### src/rtl/psram_xfer.sv
// Quad-SPI PSRAM transaction engine: one command/address/data burst per accepted request.
// Optional completion interrupt is built when PSRAM_XFER_IRQ_EN is defined.
`timescale 1ns/1ps
module psram_xfer (
  input  logic        clk_i,
  input  logic        rst_n_i,
  input  logic [19:0] div_i,
  input  logic [3:0]  dummy_i,
  input  logic        irq_en_i,
  input  logic        xfer_valid_i,
  output logic        xfer_ready_o,
  input  logic        xfer_we_i,
  input  logic [7:0]  xfer_cmd_i,
  input  logic [23:0] xfer_addr_i,
  input  logic [31:0] xfer_wdata_i,
  output logic [31:0] xfer_rdata_o,
  output logic        xfer_rvalid_o,
  output logic        psram_sck_o,
  output logic        psram_ce_o,
  output logic [3:0]  psram_io_en_o,
  output logic [3:0]  psram_io_out_o,
  input  logic [3:0]  psram_io_in_i,
  output logic        irq_o
);

  typedef enum logic [2:0] {
    S_IDLE, S_CMD, S_ADDR, S_DUMMY, S_WDATA, S_RDATA, S_END
  } state_t;

  state_t      state;
  logic [18:0] half_q;
  logic [18:0] hcnt;
  logic [3:0]  dummy_q;
  logic [3:0]  nib;
  logic        we_q;
  logic [63:0] out_sh;
  logic [31:0] rd_sh;
  logic [3:0]  last_nib;
  logic [18:0] half_in;
  logic        accept;
  logic        tick;
  logic        active;
  logic        rise;
  logic        fall;

  // Divider with bit 0 dropped; a zero half-period is clamped to one clk
  assign half_in = (div_i[19:1] == 19'd0) ? 19'd1 : div_i[19:1];
  assign accept  = xfer_valid_i && xfer_ready_o;
  assign tick    = (hcnt == half_q - 19'd1);
  assign active  = (state != S_IDLE) && (state != S_END);
  assign rise    = active && tick && !psram_sck_o;
  assign fall    = active && tick && psram_sck_o;

`ifdef PSRAM_XFER_IRQ_EN
  logic unused_div0;
  assign unused_div0 = div_i[0];
`else
  logic unused_bits;
  assign unused_bits = div_i[0] ^ irq_en_i;
  assign irq_o = 1'b0;
`endif

  always_comb begin
    last_nib = 4'd7;
    case (state)
      S_CMD:   last_nib = 4'd1;
      S_ADDR:  last_nib = 4'd5;
      S_DUMMY: last_nib = dummy_q - 4'd1;
      default: last_nib = 4'd7;
    endcase
  end

  // Data shifters carry no reset; they are always reloaded before use
  always_ff @(posedge clk_i) begin
    if (accept)
      out_sh <= {xfer_cmd_i, xfer_addr_i, xfer_wdata_i};
    else if (fall)
      out_sh <= {out_sh[59:0], 4'h0};
    if (rise && state == S_RDATA)
      rd_sh <= {rd_sh[27:0], psram_io_in_i};
  end

  always_ff @(posedge clk_i or negedge rst_n_i) begin
    if (!rst_n_i) begin
      state          <= S_IDLE;
      half_q         <= 19'd1;
      hcnt           <= 19'd0;
      dummy_q        <= 4'd0;
      nib            <= 4'd0;
      we_q           <= 1'b0;
      xfer_ready_o   <= 1'b1;
      xfer_rdata_o   <= 32'd0;
      xfer_rvalid_o  <= 1'b0;
      psram_sck_o    <= 1'b0;
      psram_ce_o     <= 1'b1;
      psram_io_en_o  <= 4'h0;
      psram_io_out_o <= 4'h0;
`ifdef PSRAM_XFER_IRQ_EN
      irq_o          <= 1'b0;
`endif
    end else begin
      xfer_rvalid_o <= 1'b0;
`ifdef PSRAM_XFER_IRQ_EN
      irq_o         <= 1'b0;
`endif
      case (state)
        S_IDLE: begin
          if (accept) begin
            state          <= S_CMD;
            xfer_ready_o   <= 1'b0;
            psram_ce_o     <= 1'b0;
            psram_sck_o    <= 1'b0;
            psram_io_en_o  <= 4'hF;
            psram_io_out_o <= xfer_cmd_i[7:4];
            half_q         <= half_in;
            dummy_q        <= dummy_i;
            we_q           <= xfer_we_i;
            hcnt           <= 19'd0;
            nib            <= 4'd0;
          end
        end
        S_END: begin
          if (tick) begin
            state        <= S_IDLE;
            xfer_ready_o <= 1'b1;
            hcnt         <= 19'd0;
          end else begin
            hcnt <= hcnt + 19'd1;
          end
        end
        default: begin
          if (!tick) begin
            hcnt <= hcnt + 19'd1;
          end else begin
            hcnt        <= 19'd0;
            psram_sck_o <= ~psram_sck_o;
            // A falling SCK closes one period: present the next nibble, maybe change phase
            if (psram_sck_o) begin
              psram_io_out_o <= out_sh[59:56];
              if (nib == last_nib) begin
                nib <= 4'd0;
                case (state)
                  S_CMD:  state <= S_ADDR;
                  S_ADDR: begin
                    if (we_q) begin
                      state <= S_WDATA;
                    end else begin
                      state          <= (dummy_q != 4'd0) ? S_DUMMY : S_RDATA;
                      psram_io_en_o  <= 4'h0;
                      psram_io_out_o <= 4'h0;
                    end
                  end
                  S_DUMMY: state <= S_RDATA;
                  default: begin
                    state          <= S_END;
                    psram_ce_o     <= 1'b1;
                    psram_io_en_o  <= 4'h0;
                    psram_io_out_o <= 4'h0;
                    if (state == S_RDATA) begin
                      xfer_rdata_o  <= rd_sh;
                      xfer_rvalid_o <= 1'b1;
                    end
`ifdef PSRAM_XFER_IRQ_EN
                    irq_o <= irq_en_i;
`endif
                  end
                endcase
              end else begin
                nib <= nib + 4'd1;
              end
            end
          end
        end
      endcase
    end
  end

endmodule

### config.mk
export PLATFORM = sky130hd
export DESIGN_NAME = psram_xfer
export DESIGN_NICKNAME = d
export VERILOG_FILES = /design/src/rtl/psram_xfer.sv
export SDC_FILE = /design/constraint.sdc
export NUM_CORES = 1
export LEC_CHECK = 0
export ABC_AREA = 1
export CAP_MARGIN = 20
export CORE_ASPECT_RATIO = 1.75
export CORE_MARGIN = 2
export CORE_UTILIZATION = 46
export CTS_BUF_LIST = sky130_fd_sc_hd__clkbuf_2
export DETAILED_ROUTE_END_ITERATION = 10
export GPL_ROUTABILITY_DRIVEN = 0
export MAX_ROUTING_LAYER = met4
export PLACE_DENSITY = 0.68
export SKIP_LAST_GASP = 1
export SYNTH_ARGS = -nofsm -noshare
export SYNTH_HDL_FRONTEND = slang
export SYNTH_SLANG_ARGS = --single-unit
export TNS_END_PERCENT = 50
### constraint.sdc
create_clock -name clk_i -period 13.2 [get_ports clk_i]
set_input_delay 1.98 -clock clk_i [delete_from_list [all_inputs] [get_ports clk_i]]
set_output_delay 1.98 -clock clk_i [all_outputs]
set_load 0.02 [all_outputs]
# == Yosys cells after proc, flatten, opt, wreduce, memory -nomap -nowiden ==
# Cells that the tools add are included.
# op_classes
add_sub_neg,4
n_eq_ne,13
mux,51
bitwise_logic,4
reduce_logical,29
# op_table
operator,count
$mux W60,2
$mux W19,4
$mux W4,14
$pmux W4 S2,5
$mux W3,7
$add A19 B1 Y19 const B,1
$eq A19 B19 Y1,1
$logic_not A19 Y1,1
$sub A19 B1 Y19 const B,1
$mux W1,13
$pmux W4 S3,1
$reduce_and A6 Y1,2
$reduce_bool A2 Y1,5
$pmux W3 S3,1
$reduce_bool A3 Y1,3
$reduce_and A7 Y1,1
$eq A3 B2 Y1 const B,2
$eq A3 B3 Y1 const B,2
$logic_and A1 B1 Y1,6
$ne A3 B3 Y1 const B,2
$pmux W1 S2,3
$pmux W3 S2,1
$reduce_and A3 Y1,2
$reduce_and A5 Y1,1
other kinds (14),20
# word_totals
ff_bits,186
in_bits,97
output_inout_bits,45
elab_cells,116

# == Logic depth before layout (Yosys ltp) ==
# Gate-level depths: netlist (run 1).
# logic_depth
ltp_word,8
mapped_depth,17
depth_no_buf,17

# == Worst setup path after synthesis (run 1) ==
# OpenSTA, ideal clock, no wires.
# synth_path
path_type,flip-flop to flip-flop
startpoint,reg half_q[0]
endpoint,reg rd_sh[0] (enable)
setup_ns,0.502
arrival_time_ns,4.597
required_time_ns,12.698
setup_slack_ns,8.101
stages_incl_launch_ff,12
n_path_buf,0
synth_period_minus_slack_ns,5.099
path_cell_list,dfstp_2 > inv_1 > ha_1 > nand2_2 > o21ai_0 > nand2_1 > nand2_1 > nor2_1 > nand2_1 > nor2_2 > nand3_2 > nor4_1
# synth_via
elab_chain_len,5
# synth_lines
item,line_no,rtl
start: declaration,31,logic [18:0] half_q;
start signal: assignment,115,half_q <= half_in;
$sub A19 B1 Y19,49,assign tick = (hcnt == half_q - 19'd1);
$eq A19 B19 Y1,49,
$logic_and A1 B1 Y1 (2 in series),51,assign rise = active && tick && !psram_sck_o;
$logic_and A1 B1 Y1,79,if (rise && state == S_RDATA)
end signal: assignment,80,"rd_sh <= {rd_sh[27:0], psram_io_in_i};"
end: declaration,37,logic [31:0] rd_sh;
# Every way passes these cells.
# A chain may end at the register's enable or synchronous reset.

# == Worst setup path after layout (run 1) ==
# layout_path
startpoint,in xfer_valid_i
endpoint,reg half_q[13]
# layout_via
elab_chain_len,2
# layout_lines
item,line_no,rtl
start: declaration,10,"input logic xfer_valid_i,"
$logic_and A1 B1 Y1,48,assign accept = xfer_valid_i && xfer_ready_o;
$reduce_and A2 Y1 (no line),n/a,
# Every way passes these cells.

==> impl_metrics.csv, run 1 <==
group,metric,value,unit
status,status,"completed",
place,io_buffer_count,138,
timing,period_share,30.3,%
timing,hold_viol_final,0,
worst_setup_path,r2r_slack,9.54,ns
yosys,syn_area,0.00849,mm^2
clock_tree,ctsHoldBuffers,0,
worst_setup_path,max_stage_delay,0.67,ns
clock_tree,clk_latency,0.77,ns
yosys,yosysUniqueCellTypes,38,
clock_tree,cts_htree_levels,4,
power_and_ir_drop,vdd_drop_max,0.0975,mV
global_route,grt_pass1_wl,32200,um
timing,worst_slack,9.20,ns
clock_tree,cts_resized,0,
yosys,synth_top_area_share,32.6,%
die,die_h,184,um
routing,antenna_left,0,
yosys,yosys-top-cells-area,"edfxtp_1 33%, dfrtp_1 26%, nand2_1 17%",
yosys,synthArstFlopShare,49.7,%
timing,period_needed,4.00,ns
worst_setup_path,crit_type,"input pin to flop",
timing,max_freq,0.250,GHz
die,die_area,0.0196,mm^2
worst_setup_path,crit_chain,"clkdlybuf4s50_1 -> nand2_2 -> buf_4 -> nor2_2 -> buf_4 -> clkinv_1 -> o21ai_0",
routing,routedWlPerCell,14.8,um
worst_setup_path,required,13.89,ns
yosys,ys.flop_type,"edfxtp_1",
final_layout,layout-drive-gt1-share,5.96,%
min_path,hold_class,"flop to flop",
clock_tree,post-cts-setup-buffers,0,
final_layout,fill_cells,1635,
timing,maxSlewViolCount,0,
worst_setup_path,r2r_end,"out_sh[46]$_DFFE_PP_",
min_path,holdPathEnd,"rd_sh[11]$_DFFE_PP_",
worst_setup_path,worst-path-buf-inv,4,
worst_setup_path,crit_top_cell,"buf_4",
global_route,antenna_found_initial,1,
yosys,synthCells,947,
die,die-width,107,um
clock_tree,cts_tree,"built",
yosys,yosysWarnings,0,
die,rows,65,
worst_setup_path,crit_path_start_kind,"input pin",
worst_setup_path,arrival,4.70,ns
timing,tns,0,ns
yosys,ys_seq_area_share,59.4,%
power_and_ir_drop,cellPowerDensity,93.5,mW/mm^2
global_route,grt_usage,21.8,%
routing,vias_per_cell,4.98,
min_path,hold_depth,0,
worst_setup_path,cp-end-kind,"flop",
clock_tree,clock_sinks,183,
job,cap_violations,0,
global_route,grt_pass1_vias,6789,
clock_tree,clockBufferDepth,2,
clock_tree,numCtsBuffers,17,
worst_setup_path,r2r-start,"half_q[0]$_DFFE_PN1P_",
clock_tree,clk_pin_slew,0.25,ns
timing,finalSetupViolations,0,
min_path,min-delay-start,"rd_sh[7]$_DFFE_PP_",
timing,slew_headroom,36.8,%
yosys,synth_top_cell_by_area,"edfxtp_1",
global_route,grt-ovfl-total,0,
place,hpwl,13700,um
yosys,yosys-top-cells-count,"385 x nand2_1, 92 x edfxtp_1, 88 x dfrtp_1",
worst_setup_path,cpLargestDelayFamily,"buffers and inverters",
worst_setup_path,cp_slowest_cell,"nor2_2",
place,place_ws,8.42,ns
routing,drc,0,
die,initial_core_util,47.0,%
power_and_ir_drop,p_leak,4.44,nW
worst_setup_path,reg2reg_depth,14,
routing,drtIter0Drc,375,
final_layout,final_nets,1178,
yosys,syn_avg_cell_area,8.96,um^2
timing,fin_skew,0.0299,ns
timing,rsz0062_at_grt,"false",
clock_tree,clockRootBuffer,"clkbuf_2",
global_route,grt_max_degree,74,
yosys,synth_nets,1048,
die,core-area,0.0181,mm^2
worst_setup_path,worstPathMaxFanout,62,
yosys,yosysMostFrequentCell,"nand2_1",
yosys,synth_seq_cells,183,
yosys,synth_enable_flop_cells,92,
final_layout,area_growth,22.0,%
die,io_pins,142,
routing,routed_wl,19600,um
routing,firstDrtPassIters,6,
timing,worst_pin_slew,0.948,ns
routing,num_vias,6600,
kinds of logic (layout without fill, tap and decap cells):
family	after synthesis	in the layout	synth area share (%)
simple gates	552	552	27.1
flops	183	183	59.4
buf+inv	108	251	5.31
compound gates	67	67	4.23
xor+xnor	32	32	3.30
fa+ha+maj	4	4	0.590
other cells	1	2	0.0442
power breakdown:
part | switching (W) | total, W | internal (W)
Combinational | 0.0000119 | 0.0000369 | 0.0000250
Sequential | 0 | 0.000596 | 0.000596
Clock | 0.000192 | 0.000335 | 0.000143
Total | 0.000204 | 0.000968 | 0.000764
cells in the final DEF (no fill, tap or decap), drive strengths merged, types with 3 or more instances in the layout:
master           n
inv             73
nand3b           3
o21ai           40
edfxtp          92
a31oi            4
nor3b            3
or2              3
dfstp            3
clkbuf          18
nand4            7
buf             10
nand3           67
clkinv           8
xnor2           15
nor3             7
a21oi           12
ha               4
nand2          387
dfrtp           88
o22ai            8
xor2            17
nor2            64
nor4             7
bufinv           5
clkdlybuf4s50  137
and2             3
per-layer routing:
| layer | part of all wire, % | up-vias | track usage [%] | routed length (um) |
|---|---|---|---|---|
| met1 | 38 | 3110 | 22.3 | 7420 |
| li1 | - | 3313 | - | - |
| met5 | 0 | - | - | 0 |
| met2 | 56 | 144 | 40.1 | 11000 |
| met3 | 3.7 | 33 | 4.36 | 717 |
| met4 | 2.5 | 0 | 8.73 | 495 |
cell type report:
type	count	area [um^2]	share of cell area [%]
inverter	72	270	2.61
multi-input combinational	656	3010	29.0
clock inverter	14	204	1.97
sequential	183	5040	48.7
tap	234	293	2.83
timing repair buffer	147	1450	14.0
clock buffer	18	90.1	0.870
antenna	1	2.50	0.0242
state kept, by name (all words and copies together) (netlist names):
register	cells
we_q	1
out_sh	60
dummy_q	4
psram_io_en_o	1
half_q	19
psram_sck_o	1
xfer_rdata_o	32
psram_io_out_o	4
psram_ce_o	1
nib	4
xfer_rvalid_o	1
xfer_ready_o	1
hcnt	19
state	3
rd_sh	32
worst max path at each step:
stage	from	end	slack (ns)	cells after the start
after detailed placement	xfer_valid_i	half_q[0]$_DFFE_PN1P_	8.42	7
after global placement	xfer_valid_i	hcnt[10]$_DFFE_PN0P_	8.44	11
after floorplan	half_q[0]$_DFFE_PN1P_	rd_sh[0]$_DFFE_PP_	8.10	11
after global routing	xfer_valid_i	half_q[13]$_DFFE_PN0P_	9.06	7
final	xfer_valid_i	half_q[13]$_DFFE_PN0P_	9.20	7
after CTS	xfer_ready_o$_DFFE_PN1P_	xfer_ready_o	9.12	1
through the flow:
| stage | hold WS, ns | cells | util (%) | total power, W | instance area (um^2) |
|---|---|---|---|---|---|
| 3_3_place_gp | 0.429 | 1292 | 55.7 | 0.000645 | 10100 |
| 5_1_grt | 0.483 | 1325 | 57.4 | 0.00101 | 10400 |
| 6_report | 0.463 | 1325 | 57.4 | 0.000968 | 10400 |
| 3_5_place_dp | 0.434 | 1292 | 55.7 | 0.000644 | 10100 |
| 2_1_floorplan | 0.427 | 947 | - | 0.000609 | 8490 |
| 4_1_cts | 0.470 | 1324 | 57.3 | 0.000980 | 10400 |
(Power assumes the default switching activity.)
==> inputs of run 2 (changes only) <==
--- a/config.mk
+++ b/config.mk
@@ -14,7 +14,7 @@
 export DETAILED_ROUTE_END_ITERATION = 10
 export GPL_ROUTABILITY_DRIVEN = 0
 export MAX_ROUTING_LAYER = met4
-export PLACE_DENSITY = 0.68
+export PLACE_DENSITY = 0.7
 export SKIP_LAST_GASP = 1
 export SYNTH_ARGS = -nofsm -noshare
 export SYNTH_HDL_FRONTEND = slang
==> constraint.sdc (replaced) <==
create_clock -name clk_i -period 3.25 [get_ports clk_i]
set_input_delay 0.4875 -clock clk_i [delete_from_list [all_inputs] [get_ports clk_i]]
set_output_delay 0.4875 -clock clk_i [all_outputs]
set_load 0.02 [all_outputs]
==> impl_metrics.csv, run 2 (synthesis results as in run 1) <==
group,metric,value,unit
clock_tree,post-cts-setup-buffers,0,
global_route,grt_usage,21.9,%
final_layout,final_cell_mix,"384 x nand2_1, 137 x clkdlybuf4s50_1, 92 x edfxtp_1",
worst_setup_path,cp-end-kind,"flop",
die,core-area,0.0181,mm^2
worst_setup_path,crit_type,"flop to flop",
clock_tree,clk_latency,0.79,ns
timing,fin_skew,0.0389,ns
worst_setup_path,arrival,3.47,ns
global_route,grt_pass1_vias,6698,
timing,slew_headroom,52.3,%
die,die_area,0.0196,mm^2
worst_setup_path,cp_slowest_cell,"dfstp_2",
timing,worst_slack,0.253,ns
worst_setup_path,critPathCapture,"out_sh[34]$_DFFE_PP_",
worst_setup_path,crit_chain,"inv_1 -> ha_1 -> nand2_2 -> nand3_1 -> nand2_1 -> nand2_1 -> nor2_1 -> nand3_1 -> nor2_2 -> nand3_2 -> nor3_4 -> or2_2 -> buf_12",
worst_setup_path,cpLargestDelayFamily,"simple AND/OR/NAND/NOR gates",
clock_tree,clockBufferDepth,2,
worst_setup_path,r2r_slack,0.25,ns
routing,firstDrtPassIters,4,
worst_setup_path,cp.depth,13,
final_layout,final_common_cell,"nand2_1",
clock_tree,clk_pin_slew,0.28,ns
clock_tree,clockRootBuffer,"clkbuf_2",
timing,tns,0,ns
final_layout,final_cells,1329,
min_path,hold_class,"input pin to flop",
timing,rsz0062_at_grt,"false",
global_route,grt-ovfl-total,0,
worst_setup_path,required,3.73,ns
place,numPlacedInstances,1295,
die,die_h,184,um
final_layout,fin_util,57.6,%
final_layout,final_nets,1182,
global_route,grt.busiest_layer,"met2",
timing,worst_pin_slew,0.715,ns
clock_tree,cts_tree,"built",
final_layout,area_growth,22.5,%
timing,max_freq,0.334,GHz
final_layout,largest_register_ffs,60,
timing,finalSetupViolations,0,
global_route,grt_pass1_wl,32300,um
clock_tree,cts_resized,0,
global_route,use_met3,4.36,%
job,cap_violations,0,
timing,maxSlewViolCount,0,
clock_tree,cts_htree_levels,4,
routing,antenna_left,0,
timing,period_share,92.2,%
final_layout,final_cell_area,0.0104,mm^2
routing,num_vias,6598,
die,initial_core_util,47.0,%
final_layout,layout-drive-gt1-share,6.31,%
routing,vias_per_cell,4.96,
worst_setup_path,max_stage_delay,0.60,ns
die,die-width,107,um
global_route,grt_util_met1,23.4,%
place,hpwl,13700,um
worst_setup_path,startpoint,"half_q[0]$_DFFE_PN1P_",
final_layout,regMostFlops,"out_sh",
place,place_ws,0.328,ns
worst_setup_path,r2r_end,"out_sh[34]$_DFFE_PP_",
final_layout,largestRegisters,"out_sh x60, rd_sh x32, xfer_rdata_o x32",
worst_setup_path,worst-path-buf-inv,2,
worst_setup_path,worstPathMaxFanout,60,
worst_setup_path,crit_path_start_kind,"flop",
worst_setup_path,reg2reg_depth,13,
power_and_ir_drop,cellPowerDensity,364,mW/mm^2
global_route,antenna_found_initial,1,
die,io_pins,142,
worst_setup_path,r2r-start,"half_q[0]$_DFFE_PN1P_",
timing,period_needed,3.00,ns
clock_tree,clock_sinks,183,
routing,routedWlPerCell,14.7,um
power_and_ir_drop,p_leak,4.45,nW
die,rows,65,
global_route,grt_use_met2,39.2,%
routing,drc,0,
routing,drtIter0Drc,350,
routing,routed_wl,19500,um
place,io_buffer_count,138,
clock_tree,numCtsBuffers,17,
place,dpl_cell_area,0.0101,mm^2
status,status,"completed",
global_route,grt_max_degree,61,
power_and_ir_drop,vdd_drop_max,0.326,mV
timing,hold_viol_final,0,
## run 2: cell count changes in the layout (fill, tap and decap cells not counted)
cell           previous run  this run
clkbuf_2                 18        17
clkinv_4                  1         8
nor4_4                    0         1
clkinv_2                  4         0
bufinv_16                 5         2
buf_12                    0         3
dlygate4sd3_1             0         1
inv_8                     0         1
inv_4                     0         1
nor4_2                    1         0
clkinv_1                  3         2
## run 2: tightest hold or removal path, delay by kind of cell
family	cells	cell delay [ns]
simple gates	2	0.12
buf+inv	1	0.42
## run 2: how the worst min path moves through the flow
stage	from	endpoint	slack, ns	cells past startpoint
after global placement	rd_sh[22]$_DFFE_PP_	rd_sh[26]$_DFFE_PP_	0.43	0
after floorplan	rst_n_i	dummy_q[0]$_DFFE_PN0P_	0.19	0
after detailed placement	rd_sh[15]$_DFFE_PP_	rd_sh[19]$_DFFE_PP_	0.43	0
after global routing	psram_io_in_i[1]	rd_sh[1]$_DFFE_PP_	0.14	1
after CTS	psram_io_in_i[1]	rd_sh[1]$_DFFE_PP_	0.15	1
final	div_i[10]	half_q[9]$_DFFE_PN0P_	0.23	3
## run 2: area by class of cell
class                      count  area [um^2]
clock buffer                  17         85.1
timing repair buffer         151         1520
sequential                   183         5040
clock inverter                15          169
multi-input combinational    656         3010
inverter                      72          270
fill                        1656         7660
tap                          234          293
antenna                        1         2.50
## run 2: stage by stage
step	power, W	hold WS (ns)
finish	0.00379	0.228
global route	0.00393	0.144
global placement	0.00262	0.429
CTS	0.00383	0.151
floorplan	0.00247	0.192
detailed placement	0.00262	0.434
## run 2: power breakdown
| part | internal (W) | switching, W |
|---|---|---|
| Clock | 0.000374 | 0.000839 |
| Combinational | 0.000104 | 0.0000475 |
| Sequential | 0.00242 | 0 |
| Total | 0.00290 | 0.000886 |
## run 2: metal layers
| layer | routed length (um) | up-vias |
|---|---|---|
| met5 | 0 | - |
| li1 | - | 3324 |
| met1 | 7360 | 3087 |
| met2 | 10900 | 151 |
| met4 | 549 | 0 |
| met3 | 774 | 36 |
## run 2: timing repair
item | CTS | global route
hold buffers | 1 | 0
setup endpoints to repair | 0 | 0
endpoints found under the hold margin | 47 | 0
